--- src/rtl/mem_access_scheduler_pkg.sv ---
// mem_access_scheduler_pkg: FSM states, default parameters and the round-robin pick helper
package mem_sched_pkg;
  typedef enum logic [1:0] {IDLE, ISSUE, WAIT, ACK} msched_state_e;
  localparam int DEF_NUM_REQ = 4;
  localparam int DEF_AW = 8;
  localparam int DEF_DW = 8;
  localparam int DEF_MEM_LAT = 1;
  // first set bit of req scanning upward from ptr+1, wrapping modulo n
  function automatic int rr_next(input logic [7:0] req, input int ptr, input int n = DEF_NUM_REQ);
    int r;
    logic f;
    r = 0;
    f = 1'b0;
    for (int k = 1; k <= 8; k++) begin
      if (!f && k <= n && req[3'((ptr + k) % n)]) begin
        r = (ptr + k) % n;
        f = 1'b1;
      end
    end
    return r;
  endfunction
endpackage

--- src/rtl/mem_access_scheduler_if.sv ---
// mem_access_scheduler_if: requester and memory-port signals of the scheduler
interface mem_access_scheduler_if
  import mem_sched_pkg::*;
#(
  parameter int NUM_REQ = DEF_NUM_REQ,
  parameter int AW = DEF_AW,
  parameter int DW = DEF_DW
);
  logic [NUM_REQ-1:0] req;
  logic [NUM_REQ-1:0] req_rw;
  logic [NUM_REQ*AW-1:0] req_addr;
  logic [NUM_REQ*DW-1:0] req_wdata;
  logic [NUM_REQ-1:0] ack;
  logic [DW-1:0] rdata;
  logic busy;
  logic mem_valid;
  logic mem_rw;
  logic [AW-1:0] mem_addr;
  logic [DW-1:0] mem_wdata;
  logic [DW-1:0] mem_rdata;
  modport master (
    output req, req_rw, req_addr, req_wdata, mem_rdata,
    input ack, rdata, busy, mem_valid, mem_rw, mem_addr, mem_wdata
  );
  modport slave (
    input req, req_rw, req_addr, req_wdata, mem_rdata,
    output ack, rdata, busy, mem_valid, mem_rw, mem_addr, mem_wdata
  );
endinterface

--- src/rtl/mem_access_scheduler_rr_pick.sv ---
// mem_sched_rr_pick: combinational round-robin winner selection after the last granted index
module mem_sched_rr_pick
  import mem_sched_pkg::*;
#(
  parameter int NUM_REQ = DEF_NUM_REQ,
  localparam int IW = $clog2(NUM_REQ)
) (
  input  logic [NUM_REQ-1:0] req,
  input  logic [IW-1:0]      ptr,
  output logic [IW-1:0]      gnt_idx,
  output logic               any_req
);
  always_comb begin
    gnt_idx = IW'(rr_next(8'(req), int'(ptr), NUM_REQ));
    any_req = |req;
  end
endmodule

--- src/rtl/mem_access_scheduler.sv ---
// mem_access_scheduler: round-robin sharing of one single-port memory among NUM_REQ requesters.
// Define MEM_SCHED_STATS_EN to add saturating per-requester grant counters on grant_cnt.
module mem_access_scheduler
  import mem_sched_pkg::*;
#(
  parameter int NUM_REQ = DEF_NUM_REQ,
  parameter int AW = DEF_AW,
  parameter int DW = DEF_DW,
  parameter int MEM_LAT = DEF_MEM_LAT
) (
  input logic clk,
  input logic reset,
`ifdef MEM_SCHED_STATS_EN
  output logic [NUM_REQ*16-1:0] grant_cnt,
`endif
  mem_access_scheduler_if.slave bus
);
  localparam int IW = $clog2(NUM_REQ);
  localparam int LW = $clog2(MEM_LAT + 1);
  msched_state_e r_state;
  logic [IW-1:0] r_ptr;
  logic [IW-1:0] r_idx;
  logic [IW-1:0] w_gnt;
  logic [LW-1:0] r_cnt;
  logic [NUM_REQ-1:0] r_ack;
  logic [DW-1:0] r_rdata;
  logic [DW-1:0] r_wdata;
  logic [DW-1:0] w_wdata;
  logic [AW-1:0] r_addr;
  logic [AW-1:0] w_addr;
  logic r_busy;
  logic r_valid;
  logic r_rw;
  logic w_any;

  mem_sched_rr_pick #(.NUM_REQ(NUM_REQ)) u_pick (
    .req(bus.req),
    .ptr(r_ptr),
    .gnt_idx(w_gnt),
    .any_req(w_any)
  );

  always_comb begin
    w_addr = '0;
    w_wdata = '0;
    for (int i = 0; i < NUM_REQ; i++) begin
      w_addr = (IW'(i) == w_gnt) ? bus.req_addr[i*AW +: AW] : w_addr;
      w_wdata = (IW'(i) == w_gnt) ? bus.req_wdata[i*DW +: DW] : w_wdata;
    end
  end

  // mem_rw/mem_addr/mem_wdata double as the latched transaction fields
  always_ff @(posedge clk) begin
    if (reset) begin
      r_state <= IDLE;
      r_ptr <= IW'(NUM_REQ - 1);
      r_idx <= '0;
      r_cnt <= '0;
      r_ack <= '0;
      r_rdata <= '0;
      r_busy <= 1'b0;
      r_valid <= 1'b0;
      r_rw <= 1'b0;
      r_addr <= '0;
      r_wdata <= '0;
    end else begin
      r_ack <= '0;
      r_valid <= 1'b0;
      case (r_state)
        IDLE: if (w_any) begin
          r_state <= ISSUE;
          r_idx <= w_gnt;
          r_rw <= bus.req_rw[w_gnt];
          r_addr <= w_addr;
          r_wdata <= w_wdata;
          r_valid <= 1'b1;
          r_busy <= 1'b1;
        end
        ISSUE: if (r_rw) begin
          r_state <= WAIT;
          r_cnt <= LW'(MEM_LAT);
        end else begin
          r_state <= ACK;
          r_ack <= NUM_REQ'(1) << r_idx;
        end
        WAIT: if (r_cnt == LW'(1)) begin
          r_rdata <= bus.mem_rdata;
          r_state <= ACK;
          r_ack <= NUM_REQ'(1) << r_idx;
        end else begin
          r_cnt <= r_cnt - LW'(1);
        end
        ACK: begin
          r_ptr <= r_idx;
          r_busy <= 1'b0;
          r_state <= IDLE;
        end
        default: r_state <= IDLE;
      endcase
    end
  end

`ifdef MEM_SCHED_STATS_EN
  always_ff @(posedge clk) begin
    if (reset) begin
      grant_cnt <= '0;
    end else if (r_state == ACK) begin
      for (int i = 0; i < NUM_REQ; i++) begin
        if (IW'(i) == r_idx && grant_cnt[i*16 +: 16] != 16'hFFFF) grant_cnt[i*16 +: 16] <= grant_cnt[i*16 +: 16] + 16'd1;
      end
    end
  end
`endif

  assign bus.ack = r_ack;
  assign bus.rdata = r_rdata;
  assign bus.busy = r_busy;
  assign bus.mem_valid = r_valid;
  assign bus.mem_rw = r_rw;
  assign bus.mem_addr = r_addr;
  assign bus.mem_wdata = r_wdata;
endmodule

--- src/flat_wrapper.sv ---
// flat-port wrapper written by rule: the top's interface ports become plain ports
module mem_access_scheduler_flat import mem_sched_pkg::*;
#(
  parameter int NUM_REQ = DEF_NUM_REQ,
  parameter int AW = DEF_AW,
  parameter int DW = DEF_DW,
  parameter int MEM_LAT = DEF_MEM_LAT
)
  (clk, reset, bus_req, bus_req_rw, bus_req_addr, bus_req_wdata, bus_mem_rdata, bus_ack, bus_rdata, bus_busy, bus_mem_valid, bus_mem_rw, bus_mem_addr, bus_mem_wdata);
  mem_access_scheduler_if #(.NUM_REQ(NUM_REQ), .AW(AW), .DW(DW)) bus_i ();
  input logic clk;
  input logic reset;
  input wire logic [$bits(bus_i.req)-1:0] bus_req;
  input wire logic [$bits(bus_i.req_rw)-1:0] bus_req_rw;
  input wire logic [$bits(bus_i.req_addr)-1:0] bus_req_addr;
  input wire logic [$bits(bus_i.req_wdata)-1:0] bus_req_wdata;
  input wire logic [$bits(bus_i.mem_rdata)-1:0] bus_mem_rdata;
  output wire logic [$bits(bus_i.ack)-1:0] bus_ack;
  output wire logic [$bits(bus_i.rdata)-1:0] bus_rdata;
  output wire logic [$bits(bus_i.busy)-1:0] bus_busy;
  output wire logic [$bits(bus_i.mem_valid)-1:0] bus_mem_valid;
  output wire logic [$bits(bus_i.mem_rw)-1:0] bus_mem_rw;
  output wire logic [$bits(bus_i.mem_addr)-1:0] bus_mem_addr;
  output wire logic [$bits(bus_i.mem_wdata)-1:0] bus_mem_wdata;
  assign bus_i.req = bus_req;
  assign bus_i.req_rw = bus_req_rw;
  assign bus_i.req_addr = bus_req_addr;
  assign bus_i.req_wdata = bus_req_wdata;
  assign bus_i.mem_rdata = bus_mem_rdata;
  assign bus_ack = bus_i.ack;
  assign bus_rdata = bus_i.rdata;
  assign bus_busy = bus_i.busy;
  assign bus_mem_valid = bus_i.mem_valid;
  assign bus_mem_rw = bus_i.mem_rw;
  assign bus_mem_addr = bus_i.mem_addr;
  assign bus_mem_wdata = bus_i.mem_wdata;
  mem_access_scheduler #(.NUM_REQ(NUM_REQ), .AW(AW), .DW(DW), .MEM_LAT(MEM_LAT)) u_core (.clk(clk), .reset(reset), .bus(bus_i));
endmodule
--- config.mk ---
export PLATFORM = sky130hd
export DESIGN_NAME = mem_access_scheduler_flat
export DESIGN_NICKNAME = d
export VERILOG_FILES = /design/src/rtl/mem_access_scheduler_pkg.sv /design/src/rtl/mem_access_scheduler_if.sv /design/src/rtl/mem_access_scheduler_rr_pick.sv /design/src/rtl/mem_access_scheduler.sv /design/src/flat_wrapper.sv
export SDC_FILE = /design/constraint.sdc
export NUM_CORES = 1
export LEC_CHECK = 0
export BUFFER_PORTS_ARGS = -buffer_cell sky130_fd_sc_hd__buf_2
export CORE_MARGIN = 8
export CORE_UTILIZATION = 47
export DETAILED_ROUTE_END_ITERATION = 6
export PLACE_DENSITY = 0.85
export REMOVE_ABC_BUFFERS = 1
export SETUP_SLACK_MARGIN = 0.4
export SKIP_LAST_GASP = 1
export SLEW_MARGIN = 20
export SYNTH_ARGS = -nofsm -noshare
export SYNTH_HDL_FRONTEND = slang
export SYNTH_SLANG_ARGS = --single-unit
--- constraint.sdc ---
create_clock -name clk -period 3.6 [get_ports clk]
set_clock_uncertainty 0.1 [all_clocks]
set_input_delay 0 -clock clk [delete_from_list [all_inputs] [get_ports clk]]
set_output_delay 0 -clock clk [all_outputs]
set_load 0.05 [all_outputs]
==> key figures, run 1 <==
Worst setup path
  • Critical Path AT: 3.14 ns
  • Most used cell, CP: dlygate4sd3_1
  • Reg-to-Reg Start: u_core.r_ptr[1]
  • Critical Path, Cell by Cell: o21ai_0, o221ai_4, buf_6, mux2i_1, dlygate4sd3_1, o221ai_1, dlygate4sd3_1
  • Family with the most delay on the worst path: buffers and inverters
  • Crit path from: u_core.r_ptr[1]
  • Setup CP Type: flop to flop
  • Startpoint types: flop
  • Worst Path Required: roughly 3.7 ns
  • Setup crit end kind: flop
  • Maximum fanout along the worst path: 35
  • Crit path buf inv count: 3
  • Worst path slowest cell: dlygate4sd3_1
  • CP max stage delay: ~0.62 ns

Timing
  • Final setup viols: 0
  • Worst setup margin: ~0.53 ns
  • F_max: between 300 and 400 MHz
  • RSZ-0062 raised after global routing: no
  • Slew Limit Headroom: 0.351
  • Setup TNS: 0 ns
  • Ratio of final minimum period to clock period: 0.852
  • Final Critical Period: slightly above 3 ns
  • Actual slew at the worst max-slew pin: 0.973 ns
  • Count of pins over their slew limit: 0
  • Hold_ws: about 0.21 ns
  • Count of final hold-check violations: 0

Finish
  • Finished Cell Area: 0.00333 mm²
  • Ant. Diodes: 0
  • Share of layout cells above drive strength 1: 0.373
  • Most common cell after layout, fill and taps aside: buf_2
  • Most frequent cells in the layout: 112 x buf_2, 63 x dlygate4sd3_1, 38 x dfxtp_1
  • Multi-input logic area: between 0.001 and 0.0015 mm²
  • Register Area: approximately 760 µm²
  • P&R area growth vs syn: 67.3%
  • Layout Nets: ~460
  • Fillers: 238

Synth
  • Netlist cell types: 38
  • Post-Syn Area: ~0.0020 mm²
  • Synthesized instance count: 201
  • Dominant cells by area after synthesis: dfxtp_1 38%, mux2i_1 18%, o221ai_2 7.5%
  • Sequential area share after synthesis: 0.382
  • FFs w/ async S/R, synth: 0
  • Syn Area/Cell: about 9.9 µm²
  • Largest area contributor in the netlist: dfxtp_1
  • Synth warnings: 0
  • Yosys reg bits: 38
  • Synth Flop Type: dfxtp_1
  • EDFF count, synth: 0
  • Synth top area share: 0.382

Clock tree
  • Clock Sinks: 38
  • Setup Fix Bufs, Post-CTS: 0
  • CTS Buf Count: 5
  • CTS tree: done
  • Worst-path clk slew: about 0.080 ns
  • Clk_lat worst skew: approximately 0.28 ns
  • Root buffer cell: clkbuf_8
  • Max clock buf depth: 2
  • H-Tree Level Count: 2

Floorplanning
  • Die Wd: 81.1 µm
  • Site Rows: 23
  • Ports: between 100 and 150
  • Core Area: a little over 0.004 mm²
  • Chip Height: just over 80 µm
  • Initial Util: 0.494
  • Area of the die: around 0.0066 mm²

Global routing
  • Initial antenna violation count: 0
  • First-pass GRT wire length: 12,900 µm
  • Overall routing resource usage: 0.251
  • Largest net degree at the start of global routing: 36
  • Grt total ovfl: 0
  • Vias in the first global route: between 2,000 and 2,500

Min path
  • Hold Crit Class: input port to flop
  • Beginning of the worst hold path: bus_req[0]

Power and ir drop
  • Tot Pwr: around 2.2 mW
  • P per Cell Area: 661 mW/mm²
  • Worst VDD drop: roughly 0.38 mV
  • Leakage power: between 1.5 and 2 nW

Route
  • DRC Markers: 0
  • Routed vias/inst: between 5 and 6
  • WL per Instance: 20.5 µm
  • Via count: approximately 2,400
  • Starting DRT DRC Count: 167
  • Final WL: around 8700 µm
  • Pre-antenna DRT Iters: 4
  • Antenna Nets Post-Route: 0

Outcome
  • Outcome: finished clean

Placement
  • Placed Area: between 0.002 and 0.003 mm²
  • GP Congestion: between 0.8 and 0.9
  • Detailed placer's ending HPWL: around 4800 µm
  • Pre-CTS setup slack: between 1 and 1.5 ns
  • Port buffer count: 112

Job
  • Max-cap viol count: 0
cells in the mapped netlist, types with 3 or more instances:
cell      instances
o221ai_1          8
nand3_1           8
ha_1              5
a21oi_1          13
nor2_1            9
clkbuf_1          4
nand2b_1          4
nor2b_1           3
mux2i_1          35
dfxtp_1          38
inv_1             4
o221ai_2         10
nand2_1          28
worst min-delay path, delay by kind of cell:
family                 cells  cell delay [ns]
buffers and inverters      1             0.12
AOI/OAI and AO/OA          2             0.43
registers in the layout (all words and copies together) (netlist names):
| register | cells |
|---|---|
| u_core.r_idx | 2 |
| u_core.bus.ack | 4 |
| u_core.r_state | 2 |
| u_core.bus.rdata | 8 |
| u_core.bus.busy | 1 |
| u_core.bus.mem_valid | 1 |
| u_core.bus.mem_addr | 8 |
| u_core.bus.mem_rw | 1 |
| u_core.r_ptr | 2 |
| u_core.r_cnt | 1 |
| u_core.bus.mem_wdata | 8 |
stage by stage:
| stage | std cells | utilization |
|---|---|---|
| after floorplan | 189 | - |
| after global placement | 352 | 0.633 |
| after detailed placement | 352 | 0.633 |
| after CTS | 423 | 0.825 |
| after global routing | 423 | 0.826 |
| final | 423 | 0.826 |
timing repair:
action / in CTS / in global routing
setup endpoints to repair: 0 / 14
hold buffers: 63 / 0
hold endpoints to repair: 28 / 0
resized for setup: 0 / 1
metal layers:
| layer | share of wire | global-route usage |
|---|---|---|
| met1 | 0.39 | 0.290 |
| met2 | 0.49 | 0.444 |
| met3 | 0.10 | 0.0751 |
| met4 | 0.022 | 0.0607 |
| met5 | 0 | 0 |
kinds of logic after synthesis:
kind of cell / synth area share
compound gates: 0.201
mux: 0.182
flops: 0.382
fa+ha+maj: 0.0314
simple gates: 0.152
buf+inv: 0.0509
report_power, final:
part / internal (mW) / total (mW) / switching, mW
Sequential: 0.537 / 0.636 / 0.0994
Combinational: 0.425 / 1.12 / 0.693
Clock: 0.296 / 0.446 / 0.150
worst paths after layout:
check,cells past startpoint,endpoint,slack [ns]
max,7,u_core.bus.mem_addr[4],0.53
min,3,u_core.r_idx[0],0.21
max reg2reg,7,u_core.bus.mem_addr[4],0.53
min reg2reg,2,u_core.bus.rdata[1],0.36
layout make-up:
type,instances,share of cell area
clock buffer,6,0.0248
clock inverter,2,0.0180
inverter,4,0.00451
multi-input combinational,147,0.344
sequential,38,0.229
tap,50,0.0188
timing repair buffer,176,0.361
(Power assumes the default switching activity.)
==> run 2: changes to the inputs <==
--- a/config.mk
+++ b/config.mk
@@ -5,15 +5,15 @@
 export SDC_FILE = /design/constraint.sdc
 export NUM_CORES = 1
 export LEC_CHECK = 0
-export BUFFER_PORTS_ARGS = -buffer_cell sky130_fd_sc_hd__buf_2
 export CORE_MARGIN = 8
-export CORE_UTILIZATION = 47
+export CORE_UTILIZATION = 59
 export DETAILED_ROUTE_END_ITERATION = 6
-export PLACE_DENSITY = 0.85
-export REMOVE_ABC_BUFFERS = 1
+export DONT_BUFFER_PORTS = 1
+export PLACE_DENSITY = 0.75
 export SETUP_SLACK_MARGIN = 0.4
 export SKIP_LAST_GASP = 1
 export SLEW_MARGIN = 20
 export SYNTH_ARGS = -nofsm -noshare
 export SYNTH_HDL_FRONTEND = slang
+export SYNTH_HIERARCHICAL = 1
 export SYNTH_SLANG_ARGS = --single-unit
==> key figures, run 2 <==
Outcome
  • Outcome: finished clean (unchanged)

Clock tree
  • Clk_lat worst skew: 0.33 ns (was 0.28 ns)
  • CTS tree: done (unchanged)
  • Root buffer cell: clkbuf_4 (was clkbuf_8)
  • H-Tree Level Count: 2 (unchanged)
  • CTS Buf Count: 5 (unchanged)
  • Worst-path clk slew: 0.11 ns (was 0.08 ns)
  • Clock Sinks: 38 (unchanged)
  • Max clock buf depth: 2 (unchanged)
  • Setup Fix Bufs, Post-CTS: 0 (unchanged)

Worst setup path
  • R2R Setup Slk: 0.78 ns (was 0.53 ns)
  • Critical Path, Cell by Cell: inv_1, ha_1, nand2_1, nand2_1, a21oi_1, dlygate4sd3_1 (was o21ai_0, o221ai_4, buf_6, mux2i_1, dlygate4sd3_1, o221ai_1, dlygate4sd3_1)
  • Critical Path AT: 2.95 ns (was 3.14 ns)
  • Reg-to-Reg Start: u_core/r_state[0] (was u_core.r_ptr[1])
  • Startpoint types: flop (unchanged)
  • Worst path slowest cell: ha_1 (was dlygate4sd3_1)
  • Most used cell, CP: nand2_1 (was dlygate4sd3_1)
  • Maximum fanout along the worst path: 23 (was 35)
  • CP max stage delay: 0.67 ns (was 0.62 ns)
  • Worst Path Required: 3.73 ns (was 3.68 ns)
  • Setup crit end kind: flop (unchanged)
  • Crit path from: u_core/r_state[0] (was u_core.r_ptr[1])
  • Setup CP Type: flop to flop (unchanged)

Route
  • Via count: 1,744 (was 2,369)
  • Final WL: 5540 µm (was 8650 µm)
  • Antenna Nets Post-Route: 0 (unchanged)
  • Routed vias/inst: 6.14 (was 5.60)
  • DRC Markers: 0 (unchanged)
  • WL per Instance: 19.5 µm (was 20.5 µm)
  • Starting DRT DRC Count: 107 (was 167)
  • Pre-antenna DRT Iters: 4 (unchanged)

Synth
  • EDFF count, synth: 0 (unchanged)
  • Yosys reg bits: 38 (unchanged)
  • Commonest cells post-synth: 38 x dfxtp_1, 36 x a21oi_1, 32 x nand2_1 (was 38 x dfxtp_1, 35 x mux2i_1, 28 x nand2_1)
  • Synthesized instance count: 206 (was 201)
  • Most numerous cell in the Yosys netlist: dfxtp_1 (unchanged)
  • Post-Syn Area: 0.00200 mm² (was 0.00199 mm²)
  • Synth top area share: 0.381 (was 0.382)
  • Synth Flop Type: dfxtp_1 (unchanged)
  • Syn Area/Cell: 9.69 µm² (was 9.90 µm²)
  • Sequential area share after synthesis: 0.381 (was 0.382)
  • Largest area contributor in the netlist: dfxtp_1 (unchanged)
  • Synth warnings: 6 (was 0)
  • FFs w/ async S/R, synth: 0 (unchanged)
  • Dominant cells by area after synthesis: dfxtp_1 38%, mux4_1 11%, mux4_2 10% (was dfxtp_1 38%, mux2i_1 18%, o221ai_2 7.5%)
  • Mapped Nets: slightly below 300
  • Netlist cell types: 29 (was 38)

Timing
  • F_max: 355 MHz (was 326 MHz)
  • Setup TNS: 0 ns (unchanged)
  • Final Critical Period: 2.82 ns (was 3.07 ns)
  • Count of pins over their slew limit: 0 (unchanged)
  • Ratio of final minimum period to clock period: 0.783 (was 0.852)
  • Count of final hold-check violations: 0 (unchanged)
  • RSZ-0062 raised after global routing: no (unchanged)
  • Slew Limit Headroom: 0.503 (was 0.351)
  • Actual slew at the worst max-slew pin: 0.746 ns (was 0.973 ns)
  • Worst setup margin: 0.782 ns (was 0.532 ns)
  • Final setup viols: 0 (unchanged)

Job
  • Max-cap viol count: 0 (unchanged)

Power and ir drop
  • Leakage power: 0.934 nW (was 1.69 nW)
  • Worst VDD drop: 0.479 mV (was 0.378 mV)
  • P per Cell Area: 734 mW/mm² (was 661 mW/mm²)

Placement
  • GP Congestion: 0.768 (was 0.803)
  • Placed cells: 238 (was 352)
  • Port buffer count: 0 (was 112)
  • Pre-CTS setup slack: 1.35 ns (was 1.47 ns)
  • Detailed placer's ending HPWL: 4000 µm (was 4760 µm)

Finish
  • Most common cell after layout, fill and taps aside: dfxtp_1 (was buf_2)
  • Share of layout cells above drive strength 1: 0.0928 (was 0.373)
  • Non-Filler Instances: 284 (was 423)
  • Most frequent cells in the layout: 38 x dfxtp_1, 36 x a21oi_1, 36 x dlygate4sd3_1 (was 112 x buf_2, 63 x dlygate4sd3_1, 38 x dfxtp_1)
  • P&R area growth vs syn: 22.2% (was 67.3%)
  • Layout Nets: 324 (was 459)

Floorplanning
  • Area of the die: 0.00550 mm² (was 0.00657 mm²)
  • Die Wd: 74.2 µm (was 81.1 µm)
  • Core Area: 0.00328 mm² (was 0.00403 mm²)
  • Ports: 113 (unchanged)
  • Chip Height: 74.2 µm (was 81.1 µm)
  • Site Rows: 21 (was 23)
  • Initial Util: 0.608 (was 0.494)

Global routing
  • Vias in the first global route: 1,853 (was 2,475)
  • Initial antenna violation count: 0 (unchanged)
  • Grt total ovfl: 0 (unchanged)
  • First-pass GRT wire length: 8600 µm (was 12,900 µm)
  • Overall routing resource usage: 0.201 (was 0.251)
  • Largest net degree at the start of global routing: 36 (unchanged)

Min path
  • Beginning of the worst hold path: bus_req_wdata[7] (was bus_req[0])
  • Hold Crit Class: input port to flop (unchanged)
==> run 2: cell types whose count changed in the layout (fill, tap and decap cells not counted), moves of 4 or more <==
cell | previous run | this run
o221ai_1 | 7 | 0
mux4_1 | 0 | 8
nand2_1 | 28 | 32
o221ai_2 | 10 | 1
dlygate4sd3_1 | 63 | 36
mux2i_1 | 35 | 1
buf_2 | 112 | 0
nand3_1 | 8 | 28
nor2_1 | 9 | 5
clkbuf_4 | 0 | 5
mux4_2 | 0 | 9
a21oi_1 | 13 | 36
==> run 2: layout make-up <==
type	instances	area, µm²
Multi-Input combinational cell	149	1130
Fill cell	219	845
Sequential cell	38	761
Timing Repair Buffer	39	395
Clock buffer	8	78.8
Tap cell	46	57.6
Inverter	3	11.3
Antenna cell	1	2.50
==> run 2: worst paths after layout <==
| kind | end | cells past startpoint |
|---|---|---|
| setup / recovery | u_core/bus.mem_rw | 6 |
| hold / removal | u_core/bus.mem_wdata[7] | 3 |
| setup reg to reg | u_core/bus.mem_rw | 6 |
| hold reg to reg | u_core/r_idx[0] | 2 |
==> run 2: worst max-delay path, delay by kind of cell (launching register included) <==
family | cells | cell delay (ns)
AND/OR/NAND/NOR | 2 | 0.80
AO/OA/AOI/OAI | 1 | 0.08
flip-flops | 1 | 0.36
adder cells (fa/ha/maj) | 1 | 0.67
buffers and inverters | 2 | 0.71
==> run 2: logic make-up (layout without fill, tap and decap cells) <==
| logic type | Yosys count | count (layout) | share of synthesized area |
|---|---|---|---|
| other cells | 0 | 1 | 0 |
| compound gates | 44 | 44 | 0.125 |
| simple gates | 81 | 81 | 0.193 |
| fa+ha+maj | 6 | 6 | 0.0376 |
| mux | 18 | 18 | 0.212 |
| flops | 38 | 38 | 0.381 |
| buf+inv | 19 | 50 | 0.0514 |
==> run 2: metal layers <==
metal	share of wire	vias to the layer above	track usage	wire length, µm
met5	0	-	0	0
met4	0.021	0	0.0909	119
met2	0.51	118	0.353	2850
met1	0.36	799	0.201	1970
met3	0.11	12	0.0863	599
li1	-	815	-	-
==> run 2: per-stage QoR <==
step                      instance area, µm²  hold WS, ns  total power [mW]   util
final                                   2440      0.00368              1.79  0.743
after global routing                    2440       0.0204              1.89  0.742
after CTS                               2440      0.00134              1.78  0.742
after global placement                  1980      -0.0255              1.40  0.602
after floorplan                         2000       0.0477              1.35      -
after detailed placement                1980      -0.0238              1.44  0.602
==> run 2: repair_timing <==
item / in CTS / in global routing
endpoints found under the hold margin: 38 / 0
endpoints found under the setup margin: 0 / 0
hold buffers: 37 / 0
resized for setup: 0 / 0
==> run 2: power by group <==
group	switching [mW]	total, mW	internal (mW)
Combinational	0.323	0.616	0.293
Sequential	0.386	0.912	0.525
Clock	0.129	0.262	0.134
Total	0.838	1.79	0.952
